## config.mk

```make
export PLATFORM = sky130hd
export DESIGN_NAME = param_queue_flat
export DESIGN_NICKNAME = d
export VERILOG_FILES = /design/src/rtl/queue_pkg.sv /design/src/rtl/param_queue_if.sv /design/src/rtl/queue_ram.sv /design/src/rtl/param_queue.sv /design/src/flat_wrapper.sv
export SDC_FILE = /design/constraint.sdc
export NUM_CORES = 1
export LEC_CHECK = 0
export BUFFER_PORTS_ARGS = -buffer_cell sky130_fd_sc_hd__buf_4
export CAP_MARGIN = 40
export CORE_ASPECT_RATIO = 0.75
export CORE_MARGIN = 1.5
export CORE_UTILIZATION = 30
export DETAILED_ROUTE_END_ITERATION = 8
export GPL_ROUTABILITY_DRIVEN = 0
export PLACE_DENSITY_LB_ADDON = 0.2
export SETUP_SLACK_MARGIN = 0.1
export SYNTH_ARGS = -nofsm -noshare
export SYNTH_HDL_FRONTEND = slang
export SYNTH_HIERARCHICAL = 1
export SYNTH_SLANG_ARGS = --single-unit
```

## constraint.sdc

```tcl
create_clock -name clk -period 6.8 [get_ports clk]
set_clock_uncertainty 0.2 [all_clocks]
set_input_delay 0.34 -clock clk [delete_from_list [all_inputs] [get_ports clk]]
set_output_delay 0.34 -clock clk [all_outputs]
set_load 0.05 [all_outputs]
```

## src/rtl/queue_pkg.sv

```systemverilog
// Shared types and helpers for the parametrised queue.
package queue_pkg;

    typedef enum logic {
        QMODE_STD  = 1'b0,
        QMODE_FWFT = 1'b1
    } qmode_e;

    // Bits needed to hold an occupancy value in 0..depth
    function automatic int unsigned cnt_w(input int unsigned depth);
        return $clog2(depth + 1);
    endfunction

endpackage

```

## src/rtl/param_queue_if.sv

```systemverilog
// Producer/consumer-facing bus of param_queue.
interface param_queue_if
    import queue_pkg::*;
#(
    parameter int unsigned WIDTH = 8,
    parameter int unsigned DEPTH = 8
);
    localparam int unsigned CW = cnt_w(DEPTH);

    logic             we;
    logic [WIDTH-1:0] in_data;
    logic             re;
    logic [WIDTH-1:0] out_data;
    logic             empty;
    logic             full;
    logic             almost_empty;
    logic             almost_full;
    logic [CW-1:0]    count;
    logic [CW-1:0]    free_entries;
    logic             err_clr;
    logic             overflow;
    logic             underflow;

    modport master (
        output we, in_data, re, err_clr,
        input  out_data, empty, full, almost_empty, almost_full,
               count, free_entries, overflow, underflow
    );

    modport slave (
        input  we, in_data, re, err_clr,
        output out_data, empty, full, almost_empty, almost_full,
               count, free_entries, overflow, underflow
    );

endinterface

```

## src/rtl/queue_ram.sv

```systemverilog
// WIDTH x DEPTH storage: one synchronous write port, one asynchronous read port.
module queue_ram #(
    parameter int unsigned WIDTH = 8,
    parameter int unsigned DEPTH = 8,
    parameter int unsigned AW    = 3
) (
    input  logic             clk,
    input  logic             we,
    input  logic [AW-1:0]    waddr,
    input  logic [WIDTH-1:0] wdata,
    input  logic [AW-1:0]    raddr,
    output logic [WIDTH-1:0] rdata
);

    logic [WIDTH-1:0] mem_q [DEPTH];

    always_ff @(posedge clk) begin
        if (we) begin
            mem_q[waddr] <= wdata;
        end
    end

    assign rdata = mem_q[raddr];

endmodule

```

## src/rtl/param_queue.sv

```systemverilog
// Parametrised single-clock FIFO with STD/FWFT output, threshold flags,
// occupancy count and sticky overflow/underflow errors.
module param_queue
    import queue_pkg::*;
#(
    parameter int unsigned WIDTH     = 8,
    parameter int unsigned DEPTH     = 8,
    parameter qmode_e      MODE      = QMODE_STD,
    parameter int unsigned AF_THRESH = DEPTH - 1,
    parameter int unsigned AE_THRESH = 1
) (
    input  logic          clk,
    input  logic          rst,
    param_queue_if.slave  bus
);

    localparam int unsigned CW = cnt_w(DEPTH);
    localparam int unsigned PW = $clog2(DEPTH);

    if (DEPTH < 2) begin : g_chk_depth
        $error("param_queue: DEPTH must be at least 2");
    end
    if (AF_THRESH > DEPTH || AE_THRESH > DEPTH) begin : g_chk_thresh
        $error("param_queue: thresholds must not exceed DEPTH");
    end

    logic [PW-1:0]    wptr_q, wptr_d, rptr_q, rptr_d;
    logic [CW-1:0]    count_q, count_d, free_q, free_d;
    logic             empty_q, empty_d, full_q, full_d;
    logic             ae_q, ae_d, af_q, af_d;
    logic             ovf_q, ovf_d, udf_q, udf_d;
    logic [WIDTH-1:0] out_q, out_d;
    logic [WIDTH-1:0] rd_data;
    logic             wr_ok, rd_ok;

    function automatic logic [PW-1:0] next_ptr(input logic [PW-1:0] p);
        return (p == PW'(DEPTH - 1)) ? '0 : p + 1'b1;
    endfunction

    queue_ram #(
        .WIDTH (WIDTH),
        .DEPTH (DEPTH),
        .AW    (PW)
    ) u_ram (
        .clk   (clk),
        .we    (wr_ok && !rst),
        .waddr (wptr_q),
        .wdata (bus.in_data),
        .raddr (rptr_q),
        .rdata (rd_data)
    );

    // A write into a full queue is legal when the same edge pops the head
    always_comb begin
        wr_ok   = bus.we && (!full_q || bus.re);
        rd_ok   = bus.re && !empty_q;
        wptr_d  = wptr_q;
        rptr_d  = rptr_q;
        count_d = count_q;
        out_d   = out_q;

        if (wr_ok) wptr_d = next_ptr(wptr_q);
        if (rd_ok) rptr_d = next_ptr(rptr_q);

        case ({wr_ok, rd_ok})
            2'b10:   count_d = count_q + 1'b1;
            2'b01:   count_d = count_q - 1'b1;
            default: count_d = count_q;
        endcase

        free_d  = CW'(DEPTH) - count_d;
        empty_d = (count_d == '0);
        full_d  = (count_d == CW'(DEPTH));
        ae_d    = (count_d <= CW'(AE_THRESH));
        af_d    = (count_d >= CW'(AF_THRESH));
        ovf_d   = (ovf_q && !bus.err_clr) || (bus.we && !wr_ok);
        udf_d   = (udf_q && !bus.err_clr) || (bus.re && !rd_ok);

        if (MODE == QMODE_STD && rd_ok) out_d = rd_data;
    end

    always_ff @(posedge clk) begin
        if (rst) begin
            wptr_q  <= '0;
            rptr_q  <= '0;
            count_q <= '0;
            free_q  <= CW'(DEPTH);
            empty_q <= 1'b1;
            full_q  <= 1'b0;
            ae_q    <= 1'b1;
            af_q    <= (AF_THRESH == 0);
            ovf_q   <= 1'b0;
            udf_q   <= 1'b0;
            out_q   <= '0;
        end else begin
            wptr_q  <= wptr_d;
            rptr_q  <= rptr_d;
            count_q <= count_d;
            free_q  <= free_d;
            empty_q <= empty_d;
            full_q  <= full_d;
            ae_q    <= ae_d;
            af_q    <= af_d;
            ovf_q   <= ovf_d;
            udf_q   <= udf_d;
            out_q   <= out_d;
        end
    end

    // FWFT exposes the head directly; an empty queue shows zero, never stale RAM
    assign bus.out_data     = (MODE == QMODE_FWFT) ? (empty_q ? '0 : rd_data) : out_q;
    assign bus.empty        = empty_q;
    assign bus.full         = full_q;
    assign bus.almost_empty = ae_q;
    assign bus.almost_full  = af_q;
    assign bus.count        = count_q;
    assign bus.free_entries = free_q;
    assign bus.overflow     = ovf_q;
    assign bus.underflow    = udf_q;

endmodule
```

## src/flat_wrapper.sv

```systemverilog
// flat-port wrapper written by rule: the top's interface ports become plain ports
module param_queue_flat import queue_pkg::*;
#(
    parameter int unsigned WIDTH     = 8,
    parameter int unsigned DEPTH     = 8,
    parameter qmode_e      MODE      = QMODE_STD,
    parameter int unsigned AF_THRESH = DEPTH - 1,
    parameter int unsigned AE_THRESH = 1
)
  (clk, rst, bus_we, bus_in_data, bus_re, bus_err_clr, bus_out_data, bus_empty, bus_full, bus_almost_empty, bus_almost_full, bus_count, bus_free_entries, bus_overflow, bus_underflow);
  param_queue_if #(.WIDTH(WIDTH), .DEPTH(DEPTH)) bus_i ();
  input  logic clk;
  input  logic rst;
  input wire logic [$bits(bus_i.we)-1:0] bus_we;
  input wire logic [$bits(bus_i.in_data)-1:0] bus_in_data;
  input wire logic [$bits(bus_i.re)-1:0] bus_re;
  input wire logic [$bits(bus_i.err_clr)-1:0] bus_err_clr;
  output wire logic [$bits(bus_i.out_data)-1:0] bus_out_data;
  output wire logic [$bits(bus_i.empty)-1:0] bus_empty;
  output wire logic [$bits(bus_i.full)-1:0] bus_full;
  output wire logic [$bits(bus_i.almost_empty)-1:0] bus_almost_empty;
  output wire logic [$bits(bus_i.almost_full)-1:0] bus_almost_full;
  output wire logic [$bits(bus_i.count)-1:0] bus_count;
  output wire logic [$bits(bus_i.free_entries)-1:0] bus_free_entries;
  output wire logic [$bits(bus_i.overflow)-1:0] bus_overflow;
  output wire logic [$bits(bus_i.underflow)-1:0] bus_underflow;
  assign bus_i.we = bus_we;
  assign bus_i.in_data = bus_in_data;
  assign bus_i.re = bus_re;
  assign bus_i.err_clr = bus_err_clr;
  assign bus_out_data = bus_i.out_data;
  assign bus_empty = bus_i.empty;
  assign bus_full = bus_i.full;
  assign bus_almost_empty = bus_i.almost_empty;
  assign bus_almost_full = bus_i.almost_full;
  assign bus_count = bus_i.count;
  assign bus_free_entries = bus_i.free_entries;
  assign bus_overflow = bus_i.overflow;
  assign bus_underflow = bus_i.underflow;
  param_queue #(.WIDTH(WIDTH), .DEPTH(DEPTH), .MODE(MODE), .AF_THRESH(AF_THRESH), .AE_THRESH(AE_THRESH)) u_core (.clk(clk), .rst(rst), .bus(bus_i));
endmodule
```

Word level (Yosys, flattened, before mapping). Memories as Yosys holds them, arrays and structs flattened. A register that Yosys moved wholly into a read port is not among the register bits. Index checks and enable logic that the tools add are counted.

Magnitude comparators: 2. Eq/ne operators: 5. $add $sub $neg: 5. Mux-type cells: 5. Reduce and logical (&&, ||, !) cells: 17.

Operator list (number): 4-bit case mux with 2 select lines (1); 1-bit logical AND (7); 3-bit by 1-bit adder with 3-bit output, second input constant (2); 3-bit equality test, second input constant (2); 1-bit logical NOT (6); 3-bit 2-to-1 mux (2); 4-bit by 1-bit adder with 4-bit output, second input constant (1); 4-bit equality test, second input constant (1); 4-bit by 3-bit greater-or-equal comparator with 1-bit output, second input constant (1); 4-bit by 1-bit less-or-equal comparator with 1-bit output, second input constant (1); 4-bit logical NOT (1); 4-bit by 1-bit subtractor with 4-bit output, second input constant (1); 4-bit subtractor, first input constant (1); 1-bit logical OR (3); 2-bit by 1-bit equality test with 1-bit output, second input constant (1); 2-bit equality test, second input constant (1); 1-bit 2-to-1 mux (2).

Register bits after elaboration: 20. Memories: 1. Input port bits: 13. Output and inout bits: 22. RAM bits: 64.

Memories: u_core.u_ram.mem_q (depth 8, bits a word 8, read ports 1, clocked after Yosys merged registers in 1, write ports 1, RTL line queue_ram.sv:15) `logic [WIDTH-1:0] mem_q [DEPTH];`.

Logic depth before layout (Yosys ltp).
Depth after elaboration: 6. Mapped depth: 9.

Cells and area by module. Netlist, hierarchy kept.

By module, submodules not included: queue_ram (seq. area each 1921.8 µm², area an instance 2531.2 µm², cells an instance 106, instances 1); param_queue (seq. area each 540.5 µm², area an instance 1251.2 µm², cells an instance 133, instances 1).

Worst setup path before layout. No wires, ideal clock.

Kind: register to register. From: register u_core.empty_q, in the netlist u_core/bus.empty. To: register u_core.free_q[3], in the netlist u_core/bus.free_entries[3]. Clock period less this slack: 2993 ps. Cell stages (with the launch flop): 9. Arrival time: 2668 ps. Data required time: 6475 ps. Path slack: 3807 ps. Setup time: 125 ps. Cells stage by stage: dfxtp_1 > nand2b_4 > inv_1 > clkbuf_1 > ha_1 > or4_4 > a32oi_4 > nor4b_2 > mux2i_1.

Cells in the longest elaborated chain, start to end: 5.

RTL lines: from (decl) (RTL line param_queue.sv:29) `logic empty_q, empty_d, full_q, full_d;`; from (signal assigned) (RTL line param_queue.sv:100) `empty_q <= empty_d;`; 1-bit logical NOT (*) (RTL line param_queue.sv:56) `rd_ok = bus.re && !empty_q;`; 1-bit logical AND (*) (RTL line param_queue.sv:56); 2-bit by 1-bit equality test with 1-bit output / 2-bit equality test (equally long branches) (RTL line param_queue.sv:65) `case ({wr_ok, rd_ok})`; 4-bit case mux with 2 select lines (*) (RTL line param_queue.sv:65); 4-bit subtractor (*) (RTL line param_queue.sv:71) `free_d = CW'(DEPTH) - count_d;`; to (signal assigned) (RTL line param_queue.sv:87) `free_q <= CW'(DEPTH);`; to (signal assigned) (RTL line param_queue.sv:99) `free_q <= free_d;`; to (decl) (RTL line param_queue.sv:28) `logic [CW-1:0] count_q, count_d, free_q, free_d;`.

Mark *: on every way between the ends. The rest lies on a longest branch, timed or not. A chain may end at the register's enable or synchronous reset.

Worst setup path in the final report. Ends and elaborated chain as after synthesis.

==> impl_metrics.json <==
{
  "drc": 0,
  "r2r_cells": 7,
  "final_common_cell": "edfxtp_1",
  "die_x_um": 133,
  "finalSetupViolCount": 0,
  "dp_slack_ps": 3970,
  "synth_seq_area_share_pct": 65.1,
  "crit_path_end_kind": "flop",
  "io_buffers": 34,
  "grt_max_degree": 30,
  "reg2reg_from": "u_core/bus.empty$_SDFF_PP1_",
  "synthArstFlopShare_pct": 0,
  "syn-instance-count": 239,
  "finalWirelength_um": 7130,
  "hold_viol": 0,
  "avgViaCountPerCell": 4.52,
  "clock_latency_ps": 340,
  "layout.nets": 302,
  "cap_violations": 0,
  "yosysTopAreaCell": "edfxtp_1",
  "cts_setup_buffers": 0,
  "hold_depth": 1,
  "p_leak_nw": 1.61,
  "fin_ws_ps": 4010,
  "ant_nets": 0,
  "top_level_ports": 35,
  "drive_gt1_share_pct": 23.2,
  "netlist_top_cells_area": "edfxtp_1 51%, dfxtp_1 14%, mux4_1 10%, ha_1 3.3%, mux2_2 2.4%",
  "clk_pin_slew_ps": 60,
  "rsz0062_at_grt": "false",
  "root_buffer": "clkbuf_16",
  "cts.path.max_buffers": 2,
  "hold_buffers": 0,
  "synth_edf_count": 64,
  "crit_type": "flop to flop",
  "critPathRequiredTime_ps": 6820,
  "max_freq_mhz": 358,
  "synthesis.area_um2": 3780,
  "cts_sinks": 91,
  "cp.arrival_ps": 2810,
  "ctsResizeCount": 0,
  "via_count": 2034,
  "ys_seq_elements": 91,
  "rows": 35,
  "hold_end": "u_core/u_ram/mem_q[7][6]$_DFFE_PP_",
  "run_status": "finished, final reports clean",
  "worst_pin_slew_ps": 895,
  "slew_viol_final": 0,
  "numCtsBuffers": 9,
  "period_minus_slack_ps": 2790,
  "fin_setup_tns_ps": 0,
  "cp_max_fo": 15,
  "wl_per_cell_um": 15.8,
  "initial_core_util_pct": 30.7,
  "synth_warnings": 6,
  "design_area_um2": 4500,
  "drtIter0Drc": 144,
  "die-area_um2": 13300,
  "synth_ff_type": "edfxtp_1",
  "slew_headroom_pct": 40.1,
  "overflow": 0,
  "final.period_utilization_pct": 41.1,
  "cts_max_level": 3,
  "synth.distinct_cells": 41,
  "antenna_found_initial": 0,
  "drtPass1Iterations": 4,
  "syn_avg_cell_area_um2": 15.8,
  "areaGrowthSynthToFinish_pct": 18.9,
  "grtUsageTotal_pct": 11.6,
  "fp.dieH_um": 100,
  "hpwl_um": 4880,
  "diodes": 0,
  "hold_start": "bus_in_data[6]",
  "r2r_slack_ps": 4010,
  "cts_tree": "done",
  "power_density_nw_per_um2": 341,
  "grt_pass1_vias": 2052,
  "crit_path_start_kind": "flop",
  "placed_area_um2": 4230,
  "synth_top_area_share_pct": 50.8,
  "r2r_end": "u_core/bus.free_entries[3]$_SDFF_PP1_",
  "core_um2": 12300,
  "hold_path_class": "input pin to flop",
  "grt_pass1_wl_um": 11300,
  "layout_common_cells": "64 x edfxtp_1, 39 x buf_4, 27 x dfxtp_1",
  "vdd_drop_max_uv": 159,
  "synth.net_count": 262
}
-- cell type report --
cell class                      instances  area (µm²)
Tap cell                              166         208
Multi-Input combinational cell        132        1230
Inverter                                5        18.8
Clock inverter                          3        15.0
Sequential cell                        91        2460
Clock buffer                           13         240
Fill cell                            1150        7810
Timing Repair Buffer                   40         320
-- cell usage after synthesis (2+ instances only) --
master     n
a21o_1     2
a21oi_1   16
buf_1      3
clkbuf_1   4
dfxtp_1   27
edfxtp_1  64
ha_1      10
inv_1      5
mux2_2     8
mux2i_1    3
mux4_1    15
nand2_1   23
nand2b_1   6
nand3b_1   2
nor2_1    18
nor3_1     5
nor3b_1    2
xor2_1     3
-- report_power, final --
| group | switching (mW) | internal, mW | leakage, nW |
|---|---|---|---|
| Combinational | 0.262 | 0.165 | 0.690 |
| Clock | 0.189 | 0.246 | 0.119 |
| Sequential | 0.0366 | 0.634 | 0.799 |
| Total | 0.487 | 1.05 | 1.61 |
-- flip-flops by register name, indices dropped and copies added (netlist names) --
| name | flops |
|---|---|
| u_core/bus.count | 4 |
| u_core/bus.almost_empty | 1 |
| u_core/bus.free_entries | 3 |
| u_core/bus.full | 1 |
| u_core/u_ram/mem_q | 64 |
| u_core/rptr_q | 3 |
| u_core/bus.out_data | 8 |
| u_core/bus.underflow | 1 |
| u_core/bus.almost_full | 1 |
| u_core/wptr_q | 3 |
| u_core/bus.overflow | 1 |
| u_core/bus.empty | 1 |
-- layer usage --
layer / vias to the layer above / track usage, % / routed length, µm
li1: 992 / - / -
met1: 1007 / 15.6 / 3680
met2: 28 / 17.3 / 3130
met3: 7 / 3.74 / 196
met4: 0 / 5.07 / 122
met5: - / 0 / 0
-- worst max-delay path by stage --
stage               cells after the start                                    end                        start  slack (ps)
CTS                                     7  u_core/bus.free_entries[3]$_SDFF_PP1_  u_core/bus.empty$_SDFF_PP1_        4000
detailed placement                      7  u_core/bus.free_entries[3]$_SDFF_PP1_                       bus_re        3970
finish                                  7  u_core/bus.free_entries[3]$_SDFF_PP1_  u_core/bus.empty$_SDFF_PP1_        4010
floorplan                               8  u_core/bus.free_entries[3]$_SDFF_PP1_  u_core/bus.empty$_SDFF_PP1_        3810
global route                            7  u_core/bus.free_entries[3]$_SDFF_PP1_  u_core/bus.empty$_SDFF_PP1_        3720
global placement                        7  u_core/bus.free_entries[3]$_SDFF_PP1_                       bus_re        4000
-- per-stage QoR --
stage	power [mW]	cells	utilization (%)	hold slack, ps
2_1_floorplan	1.00	239	-	239
3_3_place_gp	1.10	430	34.1	259
3_5_place_dp	1.11	433	34.4	256
4_1_cts	1.55	449	36.5	30.6
5_1_grt	1.62	450	36.5	37.5
6_report	1.53	450	36.5	43.0
-- worst max-delay path: stages, from the launching register on --
cell	delay [ps]
dfxtp_1	390
nand2b_4	250
inv_1	200
ha_1	400
or4_4	550
a32oi_4	350
nor4b_2	250
mux2i_1	100
-- cells by family (layout without fill, tap and decap cells) --
family | Yosys count | in the layout | share of synthesized area (%)
fa+ha+maj | 10 | 10 | 3.31
mux | 27 | 27 | 14.2
flops | 91 | 91 | 65.1
buf+inv | 16 | 61 | 2.35
compound gates | 26 | 26 | 4.57
simple gates | 64 | 64 | 8.83
xor+xnor | 5 | 5 | 1.65
Note: power is estimated with default switching activity, not from simulation.
